**src/rtl/unidade_controle_jogo.sv**
```systemverilog
// -----------------------------------------------------------------------------
// unidade_controle_jogo
//
// Moore control unit for the memory-game datapath. It registers the game
// configuration and writes the first (red) item. It shows the stored sequence
// one item per display interval, then checks the player's presses against
// memory. After each completed round it appends the item the player enters.
// The game ends in a win, loss or timeout state, and the unit then waits for
// a new start request.
//
// Optional feature macro: CONTROLE_TIMEOUT_EN
//   defined   -> the timeout counter runs in espera / espera_escrita, and
//                fimTimeout & configTimeout_reg ends the game in fim_timeout.
//   undefined -> contaTimeout and timeout are always 0. The FSM waits for a
//                play indefinitely.
//
// Ports
//   clock, reset            system clock; synchronous active-high reset
//   iniciar                 start request (level)
//   fimRodada, fimTotal,    datapath status: end of round / end of game,
//   igual, jogada_feita,    press matches memory, press edge pulse,
//   fimExibicao,            display interval elapsed,
//   fimTimeout,             timeout interval elapsed,
//   configTimeout_reg       registered timeout-enable from configuration
//   zeraCL .. registraR     counter / register / RAM controls
//   contaTimeout .. resetEdgeDetector   timer and edge-detector controls
//   seletorLedsBM           LED source (1 = memory, 0 = buttons)
//   mostraLeds              LED enable
//   botoes_fixo             RAM write source (1 = fixed red)
//   pronto, ganhou, perdeu, timeout     game result flags
//   db_estado               current state code
// -----------------------------------------------------------------------------
module unidade_controle_jogo (
  input  logic       clock,
  input  logic       reset,
  input  logic       iniciar,
  input  logic       fimRodada,
  input  logic       fimTotal,
  input  logic       igual,
  input  logic       jogada_feita,
  input  logic       fimExibicao,
  input  logic       fimTimeout,
  input  logic       configTimeout_reg,
  output logic       zeraCL,
  output logic       contaCL,
  output logic       registraModo,
  output logic       zeraC,
  output logic       contaC,
  output logic       escreve,
  output logic       zeraR,
  output logic       registraR,
  output logic       contaTimeout,
  output logic       zeraTimeout,
  output logic       contaExibicao,
  output logic       zeraExibicao,
  output logic       resetEdgeDetector,
  output logic       seletorLedsBM,
  output logic       mostraLeds,
  output logic       botoes_fixo,
  output logic       pronto,
  output logic       ganhou,
  output logic       perdeu,
  output logic       timeout,
  output logic [4:0] db_estado
);

`ifdef CONTROLE_TIMEOUT_EN
  localparam logic TimeoutEn = 1'b1;
`else
  localparam logic TimeoutEn = 1'b0;
`endif

  typedef enum logic [4:0] {
    estInicial        = 5'h00,
    estPreparacao     = 5'h01,
    estEscreveInicial = 5'h02,
    estInicioRodada   = 5'h03,
    estMostra         = 5'h04,
    estProximoMostra  = 5'h05,
    estFimMostra      = 5'h06,
    estEspera         = 5'h07,
    estRegistra       = 5'h08,
    estCompara        = 5'h09,
    estProximaJogada  = 5'h0A,
    estAvancaEscrita  = 5'h0B,
    estEsperaEscrita  = 5'h0C,
    estEscreveJogada  = 5'h0D,
    estProximaRodada  = 5'h0E,
    estFimAcertou     = 5'h10,
    estFimErrou       = 5'h11,
    estFimTimeout     = 5'h12
  } estado_t;

  estado_t estadoAtual;
  estado_t proximoEstado;
  logic    timeoutCond;

  // When the feature is compiled out, the timeout condition folds to a constant 0.
  assign timeoutCond = TimeoutEn & fimTimeout & configTimeout_reg;

  // State register
  always_ff @(posedge clock) begin
    // NOTE: state flops use non-blocking assignment so every flop samples
    // pre-edge values, independent of the order in which processes are evaluated.
    if (reset) estadoAtual <= estInicial;
    else       estadoAtual <= proximoEstado;
  end

  // Next-state logic
  always_comb begin
    // NOTE: default first, so no path through the case leaves the signal
    // unassigned (which would infer a latch).
    proximoEstado = estInicial;
    unique case (estadoAtual)
      estInicial:        proximoEstado = iniciar ? estPreparacao : estInicial;
      estPreparacao:     proximoEstado = estEscreveInicial;
      estEscreveInicial: proximoEstado = estInicioRodada;
      estInicioRodada:   proximoEstado = estMostra;
      estMostra: begin
        if (fimExibicao) proximoEstado = fimRodada ? estFimMostra : estProximoMostra;
        else             proximoEstado = estMostra;
      end
      estProximoMostra:  proximoEstado = estMostra;
      estFimMostra:      proximoEstado = estEspera;
      // A press takes priority over a timeout that occurs in the same cycle.
      estEspera: begin
        if      (jogada_feita) proximoEstado = estRegistra;
        else if (timeoutCond)  proximoEstado = estFimTimeout;
        else                   proximoEstado = estEspera;
      end
      estRegistra:       proximoEstado = estCompara;
      estCompara: begin
        if      (!igual)                proximoEstado = estFimErrou;
        else if (!fimRodada)            proximoEstado = estProximaJogada;
        else if (fimTotal)              proximoEstado = estFimAcertou;
        else                            proximoEstado = estAvancaEscrita;
      end
      estProximaJogada:  proximoEstado = estEspera;
      estAvancaEscrita:  proximoEstado = estEsperaEscrita;
      estEsperaEscrita: begin
        if      (jogada_feita) proximoEstado = estEscreveJogada;
        else if (timeoutCond)  proximoEstado = estFimTimeout;
        else                   proximoEstado = estEsperaEscrita;
      end
      estEscreveJogada:  proximoEstado = estProximaRodada;
      estProximaRodada:  proximoEstado = estInicioRodada;
      estFimAcertou:     proximoEstado = iniciar ? estPreparacao : estFimAcertou;
      estFimErrou:       proximoEstado = iniciar ? estPreparacao : estFimErrou;
      estFimTimeout:     proximoEstado = iniciar ? estPreparacao : estFimTimeout;
      default:           proximoEstado = estInicial;  // unused codes recover
    endcase
  end

  // Moore output decode
  always_comb begin
    zeraCL            = 1'b0;
    contaCL           = 1'b0;
    registraModo      = 1'b0;
    zeraC             = 1'b0;
    contaC            = 1'b0;
    escreve           = 1'b0;
    zeraR             = 1'b0;
    registraR         = 1'b0;
    contaTimeout      = 1'b0;
    zeraTimeout       = 1'b0;
    contaExibicao     = 1'b0;
    zeraExibicao      = 1'b0;
    resetEdgeDetector = 1'b0;
    seletorLedsBM     = 1'b0;
    mostraLeds        = 1'b0;
    botoes_fixo       = 1'b0;
    pronto            = 1'b0;
    ganhou            = 1'b0;
    perdeu            = 1'b0;
    timeout           = 1'b0;
    unique case (estadoAtual)
      estPreparacao: begin
        zeraCL            = 1'b1;
        zeraC             = 1'b1;
        zeraR             = 1'b1;
        zeraTimeout       = 1'b1;
        zeraExibicao      = 1'b1;
        resetEdgeDetector = 1'b1;
        registraModo      = 1'b1;
      end
      estEscreveInicial: begin
        escreve     = 1'b1;
        botoes_fixo = 1'b1;  // first item is always red
      end
      estInicioRodada: begin
        zeraC        = 1'b1;
        zeraExibicao = 1'b1;
      end
      estMostra: begin
        seletorLedsBM = 1'b1;
        mostraLeds    = 1'b1;
        contaExibicao = 1'b1;
      end
      estProximoMostra: begin
        contaC       = 1'b1;
        zeraExibicao = 1'b1;
      end
      estFimMostra: begin
        zeraC             = 1'b1;
        zeraR             = 1'b1;
        zeraTimeout       = 1'b1;
        resetEdgeDetector = 1'b1;
      end
      estEspera, estEsperaEscrita: begin
        mostraLeds   = 1'b1;
        contaTimeout = TimeoutEn;
      end
      estRegistra:      registraR = 1'b1;
      estProximaJogada: begin
        contaC      = 1'b1;
        zeraTimeout = 1'b1;
      end
      estAvancaEscrita: begin
        contaC            = 1'b1;
        zeraTimeout       = 1'b1;
        resetEdgeDetector = 1'b1;
      end
      estEscreveJogada: escreve = 1'b1;  // held buttons are the write source
      estProximaRodada: contaCL = 1'b1;
      estFimAcertou: begin
        pronto = 1'b1;
        ganhou = 1'b1;
      end
      estFimErrou: begin
        pronto = 1'b1;
        perdeu = 1'b1;
      end
      estFimTimeout: begin
        pronto  = 1'b1;
        timeout = 1'b1;
      end
      default: ;
    endcase
  end

  assign db_estado = estadoAtual;

endmodule

```
**config.mk**
```make
export PLATFORM = sky130hd
export DESIGN_NAME = unidade_controle_jogo
export DESIGN_NICKNAME = d
export VERILOG_FILES = /design/src/rtl/unidade_controle_jogo.sv
export SDC_FILE = /design/constraint.sdc
export NUM_CORES = 1
export LEC_CHECK = 0
export BUFFER_PORTS_ARGS = -buffer_cell sky130_fd_sc_hd__buf_2
export CORE_MARGIN = 5
export CORE_UTILIZATION = 47
export CTS_BUF_LIST = sky130_fd_sc_hd__clkbuf_16
export CTS_CLUSTER_DIAMETER = 150
export DETAILED_ROUTE_END_ITERATION = 6
export GPL_TIMING_DRIVEN = 0
export PLACE_DENSITY = 0.93
export SETUP_SLACK_MARGIN = 0.1
export SLEW_MARGIN = 20
export SYNTH_ARGS = -nofsm -noshare
export SYNTH_HDL_FRONTEND = slang
export SYNTH_SLANG_ARGS = --single-unit
```
**constraint.sdc**
```tcl
create_clock -name clock -period 2.3 [get_ports clock]
set_clock_uncertainty 0.05 [all_clocks]
set_input_delay 0.46 -clock clock [delete_from_list [all_inputs] [get_ports clock]]
set_output_delay 0.46 -clock clock [all_outputs]
set_load 0.01 [all_outputs]
```
== Yosys cells after proc, flatten, opt, wreduce, memory -nomap -nowiden ==
Cells that the tools add are included.

* Register bits after elaboration: 5
* Bits of input ports: 10
* Output and inout bits: 25
* Logic and storage cells: 60

* Eq/ne operators: 17
* Reductions and logical operators: 13
* Multiplexer cells: 29

{| class="wikitable"
|+ Operators by type and width
! cell !! count
|-
| 5-bit case mux with 15 select lines || 1
|-
| 5-bit by 4-bit equality test with 1-bit output, second input constant || 7
|-
| 5-bit 2-to-1 mux || 6
|-
| 5-bit by 3-bit equality test with 1-bit output, second input constant || 4
|-
| 1-bit 2-to-1 mux || 19
|-
| 3-bit OR reduction || 6
|-
| 5-bit equality test, second input constant || 3
|-
| 5-bit by 2-bit equality test with 1-bit output, second input constant || 2
|-
| 2-bit OR reduction || 5
|-
| 5-bit by 1-bit equality test with 1-bit output, second input constant || 1
|-
| 5-bit logical NOT || 1
|-
| 2-bit 2-to-1 mux || 2
|-
| 4-bit 2-to-1 mux || 1
|-
| 4-bit OR reduction || 1
|}

== Longest topological paths before layout ==
Gate-level depths: netlist of run 1.

* Depth in word-level cells: 4
* Gate-level depth with buffers: 5

== Least setup slack after synthesis of run 1 ==
No wires, ideal clock.

* Path kind: reg-to-output
* Start: register estadoAtual[0] (netlist: db_estado[0])
* End: output port zeraCL
* Buffers on the path: 1
* Stages on the path, launching flop included: 4
* Arrival: 1.370 ns
* Slack: 0.420 ns
* Path through: dfxtp_1 or3b_1 nor3_1 buf_4

* Word-level cells in the longest chain between the ends: 2

{| class="wikitable"
|+ RTL lines
! item !! line !! RTL
|-
| start, declared || 94 || <nowiki>estado_t estadoAtual;</nowiki>
|-
| start signal, assigned || 105 || <nowiki>if (reset) estadoAtual <= estInicial;</nowiki>
|-
| start signal, assigned || 106 || <nowiki>else estadoAtual <= proximoEstado;</nowiki>
|-
| 5-bit by 1-bit equality test with 1-bit output || n/a ||
|-
| 1-bit 2-to-1 mux || n/a ||
|-
| end, declared || 44 || <nowiki>output logic zeraCL,</nowiki>
|}

Every way passes these cells.

== Final worst setup path of run 1 ==
* Start: register estadoAtual[0] (netlist: db_estado[0])
* End: output port escreve

* Word-level cells in the longest chain between the ends: 3
* Elaborated cells between the ends (all ways): 4

{| class="wikitable"
|+ RTL lines
! item !! line !! RTL
|-
| 5-bit by 2-bit equality test with 1-bit output or 5-bit by 4-bit equality test with 1-bit output (tied branches) || 176 || <nowiki>unique case (estadoAtual)</nowiki>
|-
| 2-bit OR reduction (no source line) * || n/a ||
|-
| 1-bit 2-to-1 mux * || 176 ||
|-
| end, declared || 49 || <nowiki>output logic escreve,</nowiki>
|}

Mark *: on every way between the ends. The rest lies on a longest branch, timed or not.

==> results_dict.tcl, run 1 <==
set metrics [dict create \
    outcome "finished, final reports clean" \
    die_h_um 47.6 \
    io_buffers 31 \
    ys_seq_area_share_pct 15.1 \
    die_area_um2 2260 \
    cp.required_ns 1.79 \
    synth_warnings 0 \
    irDropWorstVdd_uv 461 \
    leakagePower_nw 0.448 \
    n_antenna_cell 0 \
    yosysUniqueCellTypes 38 \
    ys_seq_elements 5 \
    nNetsFinal 149 \
    hold_viol_final 0 \
    yosys.area.top_type "dfxtp_1" \
    area_delta_synth_final_pct 40.0 \
    placed_cells 149 \
    grt_pass1_wl_um 3460 \
    seq_area_um2 104 \
    fin_crit_ns 2.08 \
    reg2reg_from "db_estado[1]" \
    die_w_um 47.6 \
    avgSynthCellArea_um2 6.44 \
    hold_depth 3 \
    final_cells 153 \
    rows 13 \
    cap_violations 0 \
    worstReg2RegEnd "db_estado[0]" \
    h-tree-depth 1 \
    setup_viol 0 \
    hold_ws_ns 0.497 \
    dp_hpwl_um 1640 \
    overflow 0 \
    rsz0062_at_grt "false" \
    critical_path_arrival_ns 1.57 \
    ys_top_cells_by_area "dfxtp_1 (15%), nor2_1 (7.9%), nand2b_1 (6.6%), a21oi_1 (6.0%), buf_2 (4.5%)" \
    clk_latency_ns 0.22 \
    start_util_pct 50.3 \
    fmax_mhz 482 \
    worstPathCellList "clkbuf_4 > inv_1 > nor2_1 > nand3_1 > a21oi_1 > buf_2" \
    rr_worst_depth 4 \
    drc 0 \
    cts_buffers 3 \
    grt_max_degree 11 \
    path_buf_inv 3 \
    r2r_slack_ns 0.82 \
    drtIter0Drc 50 \
    critPathMaxFanout 10 \
    cts_tree "done" \
    fillers 109 \
    cts_hold_buf 0 \
    grt_pass1_vias 796 \
    multi_input_area_um2 492 \
    holdPathEnd "db_estado[0]" \
    clk_path_buf_depth 2 \
    antenna_found_initial 0 \
    vias 925 \
    syn-num-nets 113 \
    final_layout_size_suffix_gt1_share_pct 35.5 \
    grt_use_total_pct 21.0 \
    wire_per_inst_um 13.9 \
    path_clk_slew_ns 0.03 \
    firstDrtPassIters 4 \
    clock-root-buffer "clkbuf_16" \
    finalCritPeriodShare_pct 90.3 \
    syn_inst 103 \
    via_per_inst 6.05 \
    placed_cell_area_um2 837 \
    crit_type "register to primary output" \
    setup_tns_ns 0 \
    ant_nets 0 \
    place_congestion 0.893 \
    worstHoldStart "reset" \
    finalMaxSlewViolations 0 \
    slowest_delay_ns 0.39 \
    hold_path_class "input port to register" \
    core_region_area_um2 1320 \
    yosysTopAreaCellShare_pct 15.1 \
    io_pins 35 \
    largest_register_ffs 5 \
    fin_area_um2 928 \
    cp-start-kind "register" \
    powerDensity_nw_per_um2 612 \
    cts.sinks 5 \
    routed_wl_um 2120 \
    crit_family "buffers and inverters" \
    slowest_stage "dfxtp_2" \
    end_kind "primary output" \
    synth_area_um2 663 \
]
==> cells in the final DEF, fill, tap and decap left out, drive strengths merged, types with 2 or more instances in the layout <==
master	synthesis	final
nand2	7	7
buf	10	39
o22ai	2	2
clkbuf	1	6
nand2b	7	7
or3b	3	3
o21ai	5	5
dfxtp	5	5
nor2	14	14
nand3	4	4
nor3	7	7
inv	3	4
or2	2	2
nor2b	2	2
o21a	3	3
a21oi	8	8
o32a	2	2
a31oi	2	2
==> kinds of logic after synthesis <==
| group | Yosys count | share of synthesized area, % |
|---|---|---|
| other | 1 | 0.565 |
| and+or+nand+nor | 52 | 42.5 |
| muxes | 1 | 1.51 |
| buffers and inverters | 14 | 10.8 |
| AOI/OAI and AO/OA | 30 | 29.6 |
| DFF | 5 | 15.1 |
==> worst min-delay path, cell delays in order <==
cell and delay, ns:
buf_2 0.07, or2_2 0.14, a31oi_1 0.05
==> cells in the mapped netlist <==
library cell  instances
a21boi_0              1
a21o_1                1
a21oi_1               8
a22oi_1               1
a311oi_1              1
a31oi_1               2
a41oi_1               1
buf_1                 1
buf_2                 6
buf_4                 3
clkbuf_1              1
conb_1                1
dfxtp_1               5
inv_1                 3
mux2i_1               1
nand2_1               7
nand2b_1              7
nand3_1               4
nand3b_1              1
nand4_1               1
nand4bb_1             1
nor2_1               14
nor2b_1               2
nor3_1                6
nor3_2                1
nor3b_1               1
nor4_1                1
nor4b_1               1
o211ai_1              1
o21a_1                3
o21ai_0               5
o21bai_1              1
o22a_1                1
o22ai_1               2
o32a_1                2
or2_1                 1
or2_2                 1
or3b_1                3
==> worst max path at each step <==
| stage | start | end | depth (start not counted) |
|---|---|---|---|
| 6_report | db_estado[0] | escreve | 6 |
| 3_3_place_gp | db_estado[0] | escreve | 6 |
| 4_1_cts | db_estado[0] | escreve | 6 |
| 3_5_place_dp | db_estado[2] | zeraR | 6 |
| 2_1_floorplan | db_estado[0] | zeraCL | 3 |
| 5_1_grt | db_estado[0] | escreve | 6 |
==> where the power goes <==
part	switching, mW	internal, mW	leakage (nW)
logic	0.104	0.0778	0.364
clock network	0.0542	0.225	0.0423
registers	0.0129	0.0945	0.0420
==> stage by stage <==
| step | util (%) | setup slack [ns] | total power [mW] |
|---|---|---|---|
| global placement | 63.5 | 0.381 | 0.279 |
| floorplan | - | 0.420 | 0.222 |
| detailed placement | 63.5 | 0.344 | 0.284 |
| CTS | 69.7 | 0.110 | 0.567 |
| global route | 70.5 | 0.103 | 0.600 |
| finish | 70.5 | 0.223 | 0.568 |
==> what timing repair did <==
item / in CTS / in global routing
resized for setup: 1 / 7
buffers inserted: 0 / 0
setup endpoints to repair: 1 / 11
==> per-layer routing <==
metal / GRT usage (%) / up-vias / part of all wire, %
li1: - / 440 / -
met5: 0 / - / 0
met4: 8.06 / 0 / 1.1
met3: 4.51 / 4 / 9.0
met2: 34.5 / 57 / 48
met1: 26.7 / 424 / 42
==> area by class of cell <==
cell class	instances	area share [%]
sequential	5	11.2
inverter	3	1.21
multi-input combinational	84	53.0
tap	15	2.02
buffer	11	7.41
clock buffer	3	8.09
clock inverter	1	0.404
timing repair buffer	31	16.7
Power figures use the tool's default switching activity.
==> run 2: changes to the inputs <==
--- a/config.mk
+++ b/config.mk
@@ -8,3 +8,3 @@
 export BUFFER_PORTS_ARGS = -buffer_cell sky130_fd_sc_hd__buf_2
-export CORE_MARGIN = 5
+export CORE_MARGIN = 2
 export CORE_UTILIZATION = 47
==> constraint.sdc (replaced) <==
create_clock -name clock -period 2.3 [get_ports clock]
set_clock_uncertainty 0.05 [all_clocks]
set_input_delay 0.345 -clock clock [delete_from_list [all_inputs] [get_ports clock]]
set_output_delay 0.345 -clock clock [all_outputs]
set_load 0.01 [all_outputs]
==> results_dict.tcl, run 2 (synthesis gave the netlist of run 1 again) <==
set metrics [dict create \
    cts.sinks 5 \
    io_buffers 31 \
    reg2reg_from "db_estado[3]" \
    n_antenna_cell 0 \
    placed_cells 149 \
    place_congestion 0.959 \
    drtIter0Drc 47 \
    rows 13 \
    cts_hold_buf 0 \
    post-cts-setup-buffer-count 0 \
    finalMaxSlewViolations 0 \
    finalCritPeriodShare_pct 91.0 \
    final_layout_size_suffix_gt1_share_pct 32.6 \
    critPathMaxFanout 10 \
    hold_depth 3 \
    layout_commonest_cell "buf_2" \
    routed_wl_um 2060 \
    final_cell_mix "buf_2 (34), nor2_1 (14), a21oi_1 (8), nand2b_1 (7), nand2_1 (7)" \
    p_sw_share_pct 30.6 \
    die_h_um 41.6 \
    cts_buffers 3 \
    critical_path_arrival_ns 1.70 \
    die_area_um2 1730 \
    irDropWorstVdd_uv 487 \
    grt_pass1_wl_um 3460 \
    p_int_uw 396 \
    holdPathEnd "db_estado[4]" \
    place_ws_ns 0.455 \
    drc 0 \
    grt_max_degree 11 \
    dp_hpwl_um 1530 \
    share_comb_of_total_power_pct 31.6 \
    setup_tns_ns 0 \
    antenna_found_initial 0 \
    power_frac_clock_pct 49.7 \
    powerDensity_nw_per_um2 618 \
    hold_ws_ns 0.398 \
    postCtsResizedCells 0 \
    placed_cell_area_um2 837 \
    outcome "finished, final reports clean" \
    vias 894 \
    cp-start-kind "register" \
    fillers 113 \
    largest_register_ffs 5 \
    ant_nets 0 \
    overflow 0 \
    cp.required_ns 1.90 \
    io_pins 35 \
    fmax_mhz 478 \
    leakagePower_nw 0.442 \
    hold_path_class "input port to register" \
    cts_tree "done" \
    cap_violations 0 \
    core_region_area_um2 1320 \
    clock-root-buffer "clkbuf_16" \
    rsz0062_at_grt "true" \
    h-tree-depth 1 \
    die_w_um 41.6 \
    rr_worst_depth 4 \
    seq_power_share_pct 18.6 \
    worstReg2RegEnd "db_estado[1]" \
    fin_area_um2 923 \
    firstDrtPassIters 5 \
    crit_type "register to primary output" \
    power_uw 571 \
    area_delta_synth_final_pct 39.2 \
    via_per_inst 5.84 \
    final_cells 153 \
    worstHoldStart "reset" \
    grt_pass1_vias 807 \
    p_switching_uw 175 \
    grt_use_total_pct 25.1 \
    wire_per_inst_um 13.4 \
    fin_ws_ns 0.208 \
    nNetsFinal 149 \
    hold_viol_final 0 \
    clk_path_buf_depth 2 \
    r2r_slack_ns 0.81 \
    final_util_pct 70.1 \
    start_util_pct 50.3 \
    end_kind "primary output" \
    setup_viol 0 \
    clk_latency_ns 0.23 \
    path_clk_slew_ns 0.03 \
    fin_crit_ns 2.09 \
]
[run 2: cell count changes in the layout (fill, tap and decap cells not counted)]
cell      delta
buf_1        +1
clkbuf_2     -1
dfxtp_1      +3
clkbuf_4     +2
buf_4        -2
dfxtp_2      -3
[run 2: cell type report]
type	instances	area [um^2]	share of cell area, %
clock buffer	3	75.1	8.13
inverter	3	11.3	1.22
buffer	11	67.6	7.32
sequential	5	100	10.8
multi-input combinational	84	492	53.3
tap	15	18.8	2.03
timing repair buffer	31	155	16.8
clock inverter	1	3.75	0.407
[run 2: worst max path at each step]
stage / endpoint / depth (start not counted) / startpoint
3_5_place_dp: zeraR / 6 / db_estado[2]
3_3_place_gp: zeraR / 6 / db_estado[2]
4_1_cts: zeraR / 6 / db_estado[2]
6_report: zeraR / 6 / db_estado[2]
5_1_grt: zeraR / 6 / db_estado[2]
2_1_floorplan: zeraCL / 3 / db_estado[0]
[run 2: power by group through the flow]
stage	Clock [mW]	Sequential [mW]	Combinational [mW]
after global routing	0.293	0.107	0.199
after floorplan	0	0.107	0.116
after detailed placement	0	0.107	0.175
after global placement	0	0.106	0.173
final	0.284	0.106	0.181
after CTS	0.287	0.106	0.177
[run 2: routing by layer]
metal / up-vias / global-route usage (%) / routed length [um]
met5: - / 0 / 0
met4: 0 / 16.1 / 49
li1: 439 / - / -
met2: 53 / 36.9 / 951
met1: 396 / 33.2 / 891
met3: 6 / 4.78 / 163
[run 2: critical path, stage by stage, from the launching register on]
cell,delay [ns]
dfxtp_1,0.40
clkbuf_4,0.22
clkbuf_4,0.21
nand2_1,0.14
o22a_1,0.23
nor3_1,0.12
buf_2,0.15
==> run 3: changes to the inputs <==
- clock period: 2.3 -> 2.7 ns (I/O delays scaled with it)
==> results_dict.tcl, run 3 (synthesis gave the netlist of run 1 again) <==
set metrics [dict create \
    outcome "finished, final reports clean" \
    vias 880 \
    cts_tree "done" \
    cp-start-kind "register" \
    grt_pass1_vias 807 \
    largest_register_ffs 5 \
    firstDrtPassIters 4 \
    nNetsFinal 149 \
    fmax_mhz 454 \
    finalMaxSlewViolations 0 \
    final_util_pct 69.5 \
    fillers 116 \
    placed_cells 149 \
    clock-root-buffer "clkbuf_16" \
    postCtsResizedCells 0 \
    io_buffers 31 \
    die_h_um 41.6 \
    slowest_delay_ns 0.39 \
    critPathMaxFanout 10 \
    routed_wl_um 2050 \
    place_ws_ns 0.795 \
    h-tree-depth 1 \
    die_area_um2 1730 \
    path_buf_inv 3 \
    io_pins 35 \
    grt_pass1_wl_um 3460 \
    cap_violations 0 \
    crit_top_cell "buf_2" \
    layout_commonest_cell "buf_2" \
    final_cell_mix "buf_2 (37), nor2_1 (14), a21oi_1 (8), nand2b_1 (7), nand2_1 (7)" \
    die_w_um 41.6 \
    area_delta_synth_final_pct 38.1 \
    cts_buffers 3 \
    post-cts-setup-buffer-count 0 \
    drc 0 \
    dp_hpwl_um 1530 \
    start_util_pct 50.3 \
    seq_area_um2 100 \
    core_region_area_um2 1320 \
    irDropWorstVdd_uv 408 \
    worstPathCellList "buf_2 > buf_2 > nand2_1 > o22a_1 > nor3_1 > buf_2" \
    leakagePower_nw 0.444 \
    drtIter0Drc 38 \
    finalCritPeriodShare_pct 81.6 \
    powerDensity_nw_per_um2 529 \
    cp.required_ns 2.25 \
    slowest_stage "dfxtp_1" \
    grt_max_degree 11 \
    antenna_found_initial 0 \
    cts.sinks 5 \
    ant_nets 0 \
    grt_use_total_pct 25.1 \
    crit_family "buffers and inverters" \
    hold_path_class "input port to register" \
    clk_latency_ns 0.23 \
    final_cells 153 \
    rows 13 \
    via_per_inst 5.75 \
    multi_input_area_um2 492 \
    overflow 0 \
    rsz0062_at_grt "false" \
    clk_path_buf_depth 2 \
    fin_ws_ns 0.498 \
    hold_viol_final 0 \
    crit_type "register to primary output" \
    critical_path_arrival_ns 1.75 \
    setup_tns_ns 0 \
    place_congestion 0.959 \
    setup_viol 0 \
    n_antenna_cell 0 \
    wire_per_inst_um 13.4 \
    power_uw 485 \
    cts_hold_buf 0 \
    final_layout_size_suffix_gt1_share_pct 32.6 \
    path_clk_slew_ns 0.03 \
    fin_crit_ns 2.20 \
    end_kind "primary output" \
]
## run 3: per-layer routing
layer  part of all wire, %  global-route usage (%)  vias up
met5                     0                       0        -
li1                      -                       -      437
met1                    45                    33.2      397
met2                    47                    36.9       40
met4                   1.9                    16.1        0
met3                   6.1                    4.78        6
## run 3: per-stage QoR
stage,hold slack (ns),instance area [um^2]
2_1_floorplan,0.539,663
3_3_place_gp,0.681,837
3_5_place_dp,0.686,837
4_1_cts,0.454,916
5_1_grt,0.470,916
6_report,0.451,916
## run 3: cell type report
cell class	count	share of cell area [%]
Clock buffer	3	8.20
Buffer	11	6.56
Inverter	3	1.23
Tap cell	15	2.05
Timing Repair Buffer	31	16.9
Sequential cell	5	10.9
Multi-Input combinational cell	84	53.7
Clock inverter	1	0.410
## run 3: power by group
part	internal [mW]	switching [mW]	leakage [nW]
sequential	0.0798	0.0108	0.0407
combinational	0.0641	0.0875	0.361
clock	0.192	0.0505	0.0423
## run 3: final timing paths
path	startpoint	end	slack, ns	cells after the start
min reg2reg	db_estado[3]	db_estado[3]	0.74	3
min	reset	db_estado[4]	0.45	3
max reg2reg	db_estado[3]	db_estado[1]	1.23	4
max	db_estado[2]	zeraR	0.50	6
## run 3: worst reg2reg max path, stage by stage, from the launching register on
cell and delay, ns:
dfxtp_1 0.38, buf_2 0.22, buf_1 0.37, o211ai_1 0.15, a41oi_1 0.22
